$ cat config.mk
export PLATFORM = sky130hd
export DESIGN_NAME = fft16_input_reorder
export DESIGN_NICKNAME = d
export VERILOG_FILES = /design/src/rtl/fft16_pkg.sv /design/src/rtl/fft16_sample_ram.sv /design/src/rtl/fft16_input_reorder.sv
export SDC_FILE = /design/constraint.sdc
export NUM_CORES = 1
export LEC_CHECK = 0
export BUFFER_PORTS_ARGS = -buffer_cell sky130_fd_sc_hd__buf_2
export CORE_MARGIN = 2
export CORE_UTILIZATION = 50
export CTS_CLUSTER_DIAMETER = 50
export DETAILED_ROUTE_END_ITERATION = 8
export PLACE_DENSITY = 0.67
export SLEW_MARGIN = 20
export SYNTH_ARGS = -nofsm -noshare
export SYNTH_HDL_FRONTEND = slang
export SYNTH_SLANG_ARGS = --single-unit
$ cat constraint.sdc
create_clock -name i_clk -period 2.8 [get_ports i_clk]
set_clock_uncertainty 0.2 [all_clocks]
set_input_delay 0 -clock i_clk [delete_from_list [all_inputs] [get_ports i_clk]]
set_output_delay 0 -clock i_clk [all_outputs]
set_load 0.02 [all_outputs]
$ cat src/rtl/fft16_pkg.sv
// Shared definitions for the 16-point FFT datapath: frame geometry, the
// ingest/replay state encoding and the 4-bit bit-reversal helper.
package fft16_pkg;

    localparam int FFT_N     = 16;
    localparam int FFT_LOG2N = 4;

    typedef enum logic {
        ST_FILL  = 1'b0,
        ST_DRAIN = 1'b1
    } fft16_state_e;

    // Maps a natural index onto its decimation-in-time position.
    function automatic logic [FFT_LOG2N-1:0] bitrev4(input logic [FFT_LOG2N-1:0] a);
        logic [FFT_LOG2N-1:0] r;
        r = '0;
        for (int i = 0; i < FFT_LOG2N; i++) begin
            r[i] = a[FFT_LOG2N-1-i];
        end
        return r;
    endfunction

endpackage

$ cat src/rtl/fft16_sample_ram.sv
// One-frame sample store: synchronous write, asynchronous read so the replay
// register can be loaded on the same edge the address is presented.
module fft16_sample_ram #(
    parameter int WORD_SIZE = 16,
    parameter int DEPTH     = 16,
    parameter int ADDR_W    = 4
) (
    input  logic                 clk_i,
    input  logic                 wr_en_i,
    input  logic [ADDR_W-1:0]    wr_addr_i,
    input  logic [WORD_SIZE-1:0] wr_data_i,
    input  logic [ADDR_W-1:0]    rd_addr_i,
    output logic [WORD_SIZE-1:0] rd_data_o
);

    // Contents are intentionally left unreset; every frame rewrites all entries.
    logic [WORD_SIZE-1:0] mem_q [DEPTH];

    always_ff @(posedge clk_i) begin
        if (wr_en_i) begin
            mem_q[wr_addr_i] <= wr_data_i;
        end
    end

    assign rd_data_o = mem_q[rd_addr_i];

endmodule

$ cat src/rtl/fft16_input_reorder.sv
// Frame buffer at the head of the 16-point FFT: ingests 16 natural-order
// samples, then replays them in bit-reversed order on a registered stream.
module fft16_input_reorder
    import fft16_pkg::*;
#(
    parameter int WORD_SIZE = 16,
    parameter int N_POINTS  = FFT_N
) (
    input  logic                 i_clk,
    input  logic                 i_rst,
    input  logic                 i_flush,
    input  logic                 i_valid,
    input  logic [WORD_SIZE-1:0] i_data,
    output logic                 o_ready,
    output logic                 o_valid,
    output logic [WORD_SIZE-1:0] o_data,
    output logic [3:0]           o_index,
    output logic                 o_last,
    input  logic                 i_ready
);

    localparam int ADDR_W = FFT_LOG2N;
    localparam logic [ADDR_W-1:0] CNT_MAX = ADDR_W'(N_POINTS - 1);

    fft16_state_e         state_q, state_d;
    logic [ADDR_W-1:0]    wr_cnt_q, wr_cnt_d;
    logic [ADDR_W-1:0]    rd_cnt_q, rd_cnt_d;
    logic                 valid_q, valid_d;
    logic                 last_q, last_d;
    logic [WORD_SIZE-1:0] data_q, data_d;
    logic [ADDR_W-1:0]    index_q, index_d;

    logic                 wr_en;
    logic [ADDR_W-1:0]    rd_addr;
    logic [WORD_SIZE-1:0] rd_data;
    logic                 accept;
    logic                 deliver;

    assign o_ready = (state_q == ST_FILL);
    assign accept  = i_valid & o_ready;
    assign deliver = valid_q & i_ready;

    // rd_cnt_q is 0 throughout FILL, so the same address also serves the first load.
    assign rd_addr = bitrev4(rd_cnt_q);
    assign wr_en   = accept & ~i_flush;

    fft16_sample_ram #(
        .WORD_SIZE (WORD_SIZE),
        .DEPTH     (N_POINTS),
        .ADDR_W    (ADDR_W)
    ) u_ram (
        .clk_i     (i_clk),
        .wr_en_i   (wr_en),
        .wr_addr_i (wr_cnt_q),
        .wr_data_i (i_data),
        .rd_addr_i (rd_addr),
        .rd_data_o (rd_data)
    );

    always_comb begin
        state_d  = state_q;
        wr_cnt_d = wr_cnt_q;
        rd_cnt_d = rd_cnt_q;
        valid_d  = valid_q;
        last_d   = last_q;
        data_d   = data_q;
        index_d  = index_q;

        if (i_flush) begin
            // Any coincident handshake is discarded; data/index keep their last value.
            state_d  = ST_FILL;
            wr_cnt_d = '0;
            rd_cnt_d = '0;
            valid_d  = 1'b0;
            last_d   = 1'b0;
        end else begin
            unique case (state_q)
                ST_FILL: begin
                    if (accept) begin
                        if (wr_cnt_q == CNT_MAX) begin
                            wr_cnt_d = '0;
                            state_d  = ST_DRAIN;
                            data_d   = rd_data;
                            index_d  = rd_addr;
                            valid_d  = 1'b1;
                            last_d   = 1'b0;
                            rd_cnt_d = ADDR_W'(1);
                        end else begin
                            wr_cnt_d = wr_cnt_q + ADDR_W'(1);
                        end
                    end
                end
                ST_DRAIN: begin
                    if (deliver) begin
                        if (last_q) begin
                            valid_d = 1'b0;
                            last_d  = 1'b0;
                            state_d = ST_FILL;
                        end else begin
                            data_d   = rd_data;
                            index_d  = rd_addr;
                            last_d   = (rd_cnt_q == CNT_MAX);
                            rd_cnt_d = rd_cnt_q + ADDR_W'(1);
                        end
                    end
                end
                default: begin
                    state_d = ST_FILL;
                end
            endcase
        end
    end

    always_ff @(posedge i_clk or posedge i_rst) begin
        if (i_rst) begin
            state_q  <= ST_FILL;
            wr_cnt_q <= '0;
            rd_cnt_q <= '0;
            valid_q  <= 1'b0;
            last_q   <= 1'b0;
            data_q   <= '0;
            index_q  <= '0;
        end else begin
            state_q  <= state_d;
            wr_cnt_q <= wr_cnt_d;
            rd_cnt_q <= rd_cnt_d;
            valid_q  <= valid_d;
            last_q   <= last_d;
            data_q   <= data_d;
            index_q  <= index_d;
        end
    end

    assign o_valid = valid_q;
    assign o_data  = data_q;
    assign o_index = index_q;
    assign o_last  = last_q;

endmodule
==> summary.md, run 1 <==
| Metric | Value |
|---|---|
| Worst setup path endpoint | `o_data[10]$_DFFE_PP0P_` |
| R2r startpoint | `rd_cnt_q[2]$_DFFE_PP0P_` |
| Final Max Slew Viols | `0` |
| Die area | `23600 um^2` |
| Critical path class | `reg -> reg` |
| Worst VDD drop | `405 uV` |
| Nets | `716` |
| ANT cells | `0` |
| I/O pin count | `44` |
| Starting Density | `between 50% and 60%` |
| Reg2reg setup slack | `between 400 and 500 ps` |
| Total CTS buffers | `30` |
| Die Height | `~150 um` |
| Commonest non-fill, non-tap cell in the layout | `edfxtp_1` |
| Largest net degree at the start of global routing | `34` |
| Total core area | `21900 um^2` |
| Crit share post-route | `between 80% and 90%` |
| First-pass GRT wire length | `36200 um` |
| Share of cells above drive strength 1 | `27.0%` |
| Yosys cell types | `44` |
| Leakage | `4.37 nW` |
| P_sw | `0.00173 W` |
| R2R Path End | `o_data[10]$_DFFE_PP0P_` |
| Crit path arrival time | `approximately 2600 ps` |
| Clock power share | `roughly 44%` |
| Pwr per Cell Area | `approximately 670 nW/um^2` |
| Skew-Pair Late Insertion Delay | `540 ps` |
| Die W | `154 um` |
| Clock Tree Buf Depth | `3` |
| Number of synthesized register bits | `287` |
| Clk slew on worst S/H paths | `roughly 60 ps` |
| DRC viols | `0` |
| Area Overhead vs Synth | `17.1%` |
| Dpl cell area | `11900 um^2` |
| Vias per inst | `5.90` |
| Clock root cell | `clkbuf_16` |
| Vias in the first global route | `5983` |
| R2R depth | `5` |
| CTS tree | `done` |
| Setup-failing EPs final | `0` |
| Mapped Nets | `614` |
| Fin. Hold Viols | `0` |
| Worst setup SP type | `flip-flop` |
| Pwr Total | `0.00874 W` |
| Highest clock rate | `421 MHz` |
| Remaining global-route overflow | `0` |
| Commonest non-fill, non-tap cells in the layout | `edfxtp_1, mux2i_1, buf_2` |
| Critical Path Sink Type | `flip-flop` |
| Ys flop type | `edfxtp_1` |
| Worst Tran Pin Value | `about 640 ps` |
| Ys Warns | `0` |
| Vias | `roughly 5900` |
| GRT Overall Usage | `20.3%` |
| ANT nets after route | `0` |
| CP startpoint | `rd_cnt_q[2]$_DFFE_PP0P_` |
| Status | `complete, no violations` |
| WL/cell | `24.0 um` |
| Finished Cell Area | `about 13000 um^2` |
| HP Class | `in -> reg` |
| RSZ-0062 raised after global routing | `false` |
| Initial antenna violation count | `0` |
| Sw Ratio | `between 10% and 20%` |
| Avg Cell Area, Syn | `19.1 um^2` |
| Asr flop ratio synth | `a little over a tenth` |
| Final core utilization | `59.9%` |
| Clk sink count | `287` |
| Slew headroom | `57.3%` |
| Max_cap viols | `0` |
| Sequential area share after synthesis | `75.5%` |
| Internal Power | `0.00701 W` |
| Reg power frac | `53.8%` |
| Port Buffers | `between 40 and 50` |
| Post-Route WL | `23800 um` |
| Final Wtd Congestion | `0.773` |
| Logic pwr share | `2.5%` |
| CTS HTree Levels | `1` |
| Mapped cell area | `~11000 um^2` |
| Worst path required time | `about 3100 ps` |
| Setup TNS | `0 ps` |
| DR iter-0 viols | `509` |
| Synth Instances | `588` |
| Detailed Place HPWL | `14100 um` |
| DR pass1 iterations | `5` |
| FP Rows | `54` |
| Post-synth EDFFs | `256` |
| Post-layout min period | `2370 ps` |
| Crit Path Max Fanout | `30` |
logic make-up (layout without fill, tap and decap cells):
| logic type | count (synthesis) | after routing | synth area share (%) |
|---|---|---|---|
| AO/OA/AOI/OAI | 77 | 77 | 4.57 |
| XOR/XNOR | 2 | 2 | 0.156 |
| adder cells (fa/ha/maj) | 5 | 5 | 0.558 |
| buffers and inverters | 36 | 162 | 2.01 |
| flip-flops | 287 | 287 | 75.5 |
| multiplexers | 97 | 97 | 13.6 |
| AND/OR/NAND/NOR | 84 | 84 | 3.57 |
repair_timing:
action                                  CTS  global route
buffers inserted                          0             0
endpoints found under the hold margin   298            25
endpoints found under the setup margin    0             0
hold buffers                             21             1
resized for setup                         0             0
synth_stat cells, types with 2 or more instances:
cell        n  share of area [%]
edfxtp_1  256                 69
mux2i_1    46                4.1
mux4_2     36                7.2
dfrtp_1    31                6.9
nor2_1     31                1.0
nand2_1    27               0.90
o22ai_1    26                1.5
a31oi_1    16               0.89
buf_2      13               0.58
a211oi_1   11               0.74
a21oi_1     9               0.40
mux2_2      8               0.80
clkbuf_1    6               0.20
buf_4       5               0.34
buf_6       5               0.50
ha_1        5               0.56
inv_1       5               0.17
mux4_1      5                1.2
nand2b_1    5               0.28
o21ai_0     5               0.22
nand3_1     4               0.18
nand3b_1    4               0.27
nor3_1      4               0.18
a22oi_1     2               0.13
and2_1      2               0.11
mux2_4      2               0.27
nor2b_1     2               0.11
layer usage:
metal | routed length [um] | global-route usage, %
met5 | 0 | 0
met4 | 440 | 5.72
met3 | 1570 | 2.85
met2 | 11400 | 32.2
met1 | 10400 | 30.2
how the worst min path moves through the flow:
| stage | to | slack (ps) | startpoint | cells past startpoint |
|---|---|---|---|---|
| after floorplan | o_data[0]$_DFFE_PP0P_ | -100 | i_rst | 1 |
| after global placement | wr_cnt_q[3]$_DFFE_PP0P_ | 90 | i_flush | 2 |
| after detailed placement | wr_cnt_q[3]$_DFFE_PP0P_ | 120 | i_flush | 2 |
| after CTS | wr_cnt_q[2]$_DFFE_PP0P_ | 90 | i_flush | 3 |
| after global routing | wr_cnt_q[0]$_DFFE_PP0P_ | 130 | i_flush | 3 |
| final | wr_cnt_q[2]$_DFFE_PP0P_ | 110 | i_flush | 3 |
stage by stage:
step	hold WS [ps]	cells	worst slack (ps)
final	108	994	426
after global routing	132	994	310
after CTS	85.3	993	410
after detailed placement	116	916	423
after global placement	94.9	916	492
after floorplan	-101	588	170
registers in the layout (all words and copies together), names as in the netlist:
register	count
u_ram.mem_q	256
o_data	16
o_index	4
rd_cnt_q	4
wr_cnt_q	4
o_last	1
o_valid	1
state_q	1
cell type report:
| class | count | area (um^2) |
|---|---|---|
| fillers | 1596 | 8780 |
| inverters | 5 | 18.8 |
| clock buffers | 46 | 872 |
| multi-input cells | 265 | 2560 |
| clock inverters | 10 | 93.8 |
| flip-flops and latches | 287 | 8470 |
| well taps | 280 | 350 |
| repair buffers | 101 | 743 |
critical path, stage by stage, from the launching register on:
cell	delay, ps
dfrtp_4	720
nand3_1	490
buf_4	340
o22ai_1	230
a211oi_1	90
a31oi_1	190
power groups by stage:
stage	Clock [W]	Combinational [W]	Sequential, W
6_report	0.00382	0.000216	0.00470
5_1_grt	0.00403	0.000239	0.00470
4_1_cts	0.00387	0.000216	0.00470
3_5_place_dp	0	0.000194	0.00479
3_3_place_gp	0	0.000184	0.00479
2_1_floorplan	0	0.0000890	0.00479
No activity file was read; power rests on OpenSTA's default activity.
==> run 2: changes to the inputs <==
--- a/config.mk
+++ b/config.mk
@@ -10,7 +10,7 @@
 export CORE_UTILIZATION = 50
 export CTS_CLUSTER_DIAMETER = 50
 export DETAILED_ROUTE_END_ITERATION = 8
-export PLACE_DENSITY = 0.67
+export PLACE_DENSITY = 0.69
 export SLEW_MARGIN = 20
 export SYNTH_ARGS = -nofsm -noshare
 export SYNTH_HDL_FRONTEND = slang
==> constraint.sdc (replaced) <==
create_clock -name i_clk -period 1.93 [get_ports i_clk]
set_clock_uncertainty 0.2 [all_clocks]
set_input_delay 0 -clock i_clk [delete_from_list [all_inputs] [get_ports i_clk]]
set_output_delay 0 -clock i_clk [all_outputs]
set_load 0.02 [all_outputs]
==> summary.md, run 2 (synthesis gave the netlist of run 1 again) <==
| Metric | Value |
|---|---|
| Status | `finished, violations left` |
| Failing checks | `setup timing` |
| Post-Route WL | `26600 um` |
| R2r startpoint | `rd_cnt_q[3]$_DFFE_PP0P_` |
| Remaining global-route overflow | `0` |
| Critical path class | `reg -> reg` |
| Worst VDD drop | `between 700 and 800 uV` |
| Final core utilization | `64.3%` |
| Vias per inst | `6.04` |
| Worst setup SP type | `flip-flop` |
| HP Class | `in -> reg` |
| Hold depth | `3` |
| Pwr per Cell Area | `a little under 900 nW/um^2` |
| Hold WS | `134 ps` |
| Worst path required time | `roughly 2100 ps` |
| Crit share post-route | `107%` |
| GRT Overall Usage | `between 20% and 30%` |
| Crit-path slowest cell | `mux4_1` |
| Clock root cell | `clkbuf_16` |
| Die W | `154 um` |
| Max reg flops | `256` |
| Nets | `762` |
| Critical Path Sink Type | `flip-flop` |
| R2R depth | `4` |
| CP cell instances | `mux4_1 -> mux2_2 -> a22oi_2 -> a21oi_1` |
| Worst Tran Pin Value | `901 ps` |
| FP Rows | `between 50 and 60` |
| Highest clock rate | `just under 500 MHz` |
| Share of cells above drive strength 1 | `36.0%` |
| Final Wtd Congestion | `~0.78` |
| Setup-failing EPs final | `16` |
| Fin. Hold Viols | `0` |
| Reg2reg setup slack | `-140 ps` |
| Clock Tree Buf Depth | `3` |
| Detailed Place HPWL | `between 15000 and 20000 um` |
| Largest net degree at the start of global routing | `33` |
| Vias in the first global route | `about 6400` |
| Clk sink count | `approximately 290` |
| CTS tree | `done` |
| DR iter-0 viols | `640` |
| Min-Delay Endpoint | `wr_cnt_q[3]$_DFFE_PP0P_` |
| Area Overhead vs Synth | `25.6%` |
| Max_cap viols | `0` |
| Crit path arrival time | `2270 ps` |
| Hold Crit Start | `i_flush` |
| Total CTS buffers | `28` |
| Vias | `6274` |
| Dpl cells | `946` |
| DRC viols | `0` |
| Clk slew on worst S/H paths | `70 ps` |
| Crit-path max cell delay | `580 ps` |
| Final Max Slew Viols | `0` |
| RSZ-0062 raised after global routing | `true` |
| Initial antenna violation count | `1` |
| Buf/Inv on CP | `0` |
| Setup TNS | `-1160 ps` |
| WL/cell | `25.6 um` |
| ANT nets after route | `0` |
| Commonest non-fill, non-tap cell in the layout | `edfxtp_1` |
| Die Height | `154 um` |
| Leakage | `4.71 nW` |
| R2R Path End | `o_data[6]$_DFFE_PP0P_` |
| Post-Layout Cell Count | `slightly above 1000` |
| Post-Place Worst Slack | `-108 ps` |
| Crit Path Max Fanout | `7` |
| Starting Density | `51.2%` |
| Post-layout min period | `2070 ps` |
| Final WS setup | `-136 ps` |
| Die area | `23600 um^2` |
| CTS HTree Levels | `1` |
| Port Buffers | `43` |
| Commonest non-fill, non-tap cells in the layout | `edfxtp_1, buf_4, buf_2` |
| Skew-Pair Late Insertion Delay | `530 ps` |
| Most flop-heavy register | `u_ram.mem_q` |
| Crit-path leading delay family | `multiplexers` |
| I/O pin count | `44` |
| Slew headroom | `39.9%` |
| Total core area | `21900 um^2` |
| DR pass1 iterations | `6` |
| First-pass GRT wire length | `38800 um` |
[run 2: repair_timing]
action,in CTS,in global routing
resized for setup,31,30
setup buffers,9,7
pin swaps,12,15
setup endpoints to repair,48,62
endpoints found under the hold margin,309,0
gates cloned,0,3
hold buffers,21,0
[run 2: layer usage]
layer | wire length, um | share of wire (%) | global-route usage (%)
met1 | 10600 | 40 | 30.2
met2 | 13100 | 49 | 36.0
met5 | 0 | 0 | 0
met3 | 2030 | 7.6 | 3.80
met4 | 789 | 3.0 | 7.60
[run 2: cell type report]
cell class	count	area, um^2
flip-flops and latches	287	8470
well taps	280	350
diodes	1	2.50
repair buffers	149	1520
clock inverters	12	125
inverters	5	18.8
multi-input cells	265	2810
clock buffers	40	767
fillers	1425	7820
[run 2: how the worst max path moves through the flow]
stage	start	endpoint	slack, ps	cells after the start
2_1_floorplan	state_q$_DFF_PP0_	u_ram.mem_q[10][0]$_DFFE_PP_	-210	4
4_1_cts	rd_cnt_q[3]$_DFFE_PP0P_	o_data[15]$_DFFE_PP0P_	-100	5
3_3_place_gp	rd_cnt_q[3]$_DFFE_PP0P_	o_data[15]$_DFFE_PP0P_	-50	5
6_report	rd_cnt_q[3]$_DFFE_PP0P_	o_data[6]$_DFFE_PP0P_	-140	4
5_1_grt	rd_cnt_q[3]$_DFFE_PP0P_	o_data[5]$_DFFE_PP0P_	-170	5
3_5_place_dp	rd_cnt_q[3]$_DFFE_PP0P_	o_data[0]$_DFFE_PP0P_	-110	6
[run 2: power by group]
part           internal, W  total (W)  switching, W
clock              0.00305    0.00529       0.00224
combinational     0.000160   0.000402      0.000242
sequential         0.00680    0.00682     0.0000146
[run 2: worst min-delay path, stage by stage]
cell and delay [ps]:
dlygate4sd3_1 540, buf_2 230, a21oi_1 60
[run 2: metrics by stage]
stage / instance area (um^2) / power (W)
2_1_floorplan: 11300 / 0.00708
3_3_place_gp: 12500 / 0.00725
3_5_place_dp: 12500 / 0.00727
4_1_cts: 13800 / 0.0125
5_1_grt: 14100 / 0.0128
6_report: 14100 / 0.0125
==> run 3: changes to the inputs <==
--- a/config.mk
+++ b/config.mk
@@ -10,7 +10,9 @@
 export CORE_UTILIZATION = 50
 export CTS_CLUSTER_DIAMETER = 50
 export DETAILED_ROUTE_END_ITERATION = 8
-export PLACE_DENSITY = 0.69
+export PLACE_DENSITY = 0.67
+export RECOVER_POWER = 100
+export REMOVE_ABC_BUFFERS = 1
 export SLEW_MARGIN = 20
 export SYNTH_ARGS = -nofsm -noshare
 export SYNTH_HDL_FRONTEND = slang
==> constraint.sdc (replaced) <==
create_clock -name i_clk -period 2 [get_ports i_clk]
set_clock_uncertainty 0.2 [all_clocks]
set_input_delay 0 -clock i_clk [delete_from_list [all_inputs] [get_ports i_clk]]
set_output_delay 0 -clock i_clk [all_outputs]
set_load 0.02 [all_outputs]
==> summary.md, run 3 (synthesis gave the netlist of run 1 again) <==
| Metric | Value |
|---|---|
| Area Overhead vs Synth | `22.2%` |
| Clk slew on worst S/H paths | `~60 ps` |
| Area of the multi-input gates | `2660 um^2` |
| Worst setup path endpoint | `o_data[15]$_DFFE_PP0P_` |
| Detailed Place HPWL | `14600 um` |
| CTS tree | `done` |
| Commonest non-fill, non-tap cells in the layout | `edfxtp_1, clkbuf_1, mux2i_1` |
| Status | `finished, violations left` |
| CP cell instances | `buf_4 -> buf_12 -> mux4_2 -> o22ai_2 -> a31oi_1 -> mux2_4` |
| Final Wtd Congestion | `0.791` |
| GRT Overall Usage | `21.1%` |
| RSZ-0062 raised after global routing | `true` |
| Reg2reg setup slack | `-20 ps` |
| R2r startpoint | `rd_cnt_q[3]$_DFFE_PP0P_` |
| HP Class | `in -> reg` |
| Worst Tran Pin Value | `1040 ps` |
| Vias | `roughly 6000` |
| Critical Path Sink Type | `flip-flop` |
| Setup-failing EPs final | `5` |
| Critical path class | `reg -> reg` |
| CTS HTree Levels | `1` |
| Commonest non-fill, non-tap cell in the layout | `edfxtp_1` |
| Routed met1 length | `10600 um` |
| Register Area | `~8500 um^2` |
| R2R depth | `6` |
| CP startpoint | `rd_cnt_q[3]$_DFFE_PP0P_` |
| Leakage | `4.53 nW` |
| Largest net degree at the start of global routing | `33` |
| Vias in the first global route | `6219` |
| Die W | `154 um` |
| Clock root cell | `clkbuf_16` |
| Met3 WL | `1620 um` |
| Max_cap viols | `0` |
| Pwr per Cell Area | `approximately 910 nW/um^2` |
| Worst VDD drop | `666 uV` |
| First-pass GRT wire length | `37400 um` |
| I/O pin count | `44` |
| DR iter-0 viols | `563` |
| Worst setup SP type | `flip-flop` |
| Finished Cell Area | `13700 um^2` |
| Crit-path max cell delay | `510 ps` |
| Max reg flops | `256` |
| R2R Path End | `o_data[15]$_DFFE_PP0P_` |
| DR pass1 iterations | `5` |
| Final Max Slew Viols | `0` |
| Top Metal Used | `met4` |
| Crit-path slowest cell | `dfrtp_4` |
| Slew headroom | `30.8%` |
| Highest clock rate | `between 400 and 500 MHz` |
| Most flop-heavy register | `u_ram.mem_q` |
| Initial antenna violation count | `0` |
| Buf/Inv on CP | `2` |
| Final WS setup | `-22.2 ps` |
| Crit share post-route | `101%` |
| FP Rows | `54` |
| Port Buffers | `43` |
| Remaining global-route overflow | `0` |
| Total CTS buffers | `30` |
| # fillers | `between 1500 and 2000` |
| Vias per inst | `a little under 6` |
| Dpl cell area | `12400 um^2` |
| CP Depth | `6` |
| WL/cell | `roughly 24 um` |
| Worst path required time | `2220 ps` |
| Failing checks | `setup timing` |
| Starting Density | `51.2%` |
| Die Height | `154 um` |
| Fin. Hold Viols | `0` |
| ANT nets after route | `0` |
| DR WL met2 | `12400 um` |
| Total core area | `21900 um^2` |
| DRC viols | `0` |
| Die area | `23600 um^2` |
| Clk sink count | `287` |
| Clock Tree Buf Depth | `3` |
| Nets | `759` |
| Final core utilization | `62.5%` |
| Crit-path leading delay family | `multiplexers` |
| Crit path arrival time | `approximately 2200 ps` |
| Crit Path Max Fanout | `5` |
| Skew-Pair Late Insertion Delay | `540 ps` |
| Hold WS | `~120 ps` |
| ANT cells | `0` |
| Post-layout min period | `2020 ps` |
| Post-Route WL | `approximately 25000 um` |
| Share of cells above drive strength 1 | `between 20 and 30%` |
## run 3: worst reg2reg max path, delay by kind of cell, from the launching register on
kind                   cells  cell delay (ps)
AOI/OAI and AO/OA          2              220
DFF                        1              510
buffers and inverters      2              290
muxes                      2              700
## run 3: timing repair
| action | CTS | global route |
|---|---|---|
| gates resized for setup | 6 | 27 |
| endpoints found under the setup margin | 6 | 55 |
| setup buffers | 8 | 3 |
| hold buffers | 22 | 0 |
| hold endpoints to repair | 310 | 0 |
| pin swaps | 0 | 4 |
| gates cloned | 1 | 1 |
## run 3: per-stage QoR
step / worst slack, ps / total power, W / std cells / TNS [ps]
6_report: -22.2 / 0.0124 / 1036 / -74.1
5_1_grt: -71.8 / 0.0128 / 1036 / -1310
4_1_cts: -30.7 / 0.0125 / 1032 / -115
3_5_place_dp: -2.93 / 0.00701 / 946 / -3.25
3_3_place_gp: -3.91 / 0.00699 / 946 / -3.91
2_1_floorplan: -2000 / 0.00682 / 557 / -108260
## run 3: layout make-up
cell class / count / area share [%]
clock buffer: 39 / 6.03
clock inverter: 16 / 1.24
inverter: 5 / 0.137
multi-input combinational: 265 / 19.4
sequential: 287 / 61.9
tap: 280 / 2.56
timing repair buffer: 144 / 8.69
## run 3: power breakdown
group / leakage (nW) / switching [W] / internal, W
Sequential: 2.73 / 0.0000156 / 0.00657
Combinational: 1.31 / 0.000212 / 0.000126
Clock: 0.496 / 0.00219 / 0.00331
Total: 4.53 / 0.00242 / 0.0100
## run 3: worst min path at each step
stage	start	depth (start not counted)	slack [ps]	to
after floorplan	i_flush	1	-140	wr_cnt_q[1]$_DFFE_PP0P_
after global placement	i_rst	3	-50	o_index[2]$_DFFE_PP0P_
after detailed placement	i_rst	3	-50	o_index[2]$_DFFE_PP0P_
after CTS	i_flush	3	80	wr_cnt_q[2]$_DFFE_PP0P_
after global routing	i_flush	3	130	wr_cnt_q[2]$_DFFE_PP0P_
final	i_flush	3	120	wr_cnt_q[2]$_DFFE_PP0P_
## run 3: layer usage
metal  GRT usage [%]  vias to the layer above
li1                -                     2675
met1            29.9                     3100
met2            35.1                      200
met3            3.35                       37
met4            4.94                        0
met5               0                        -
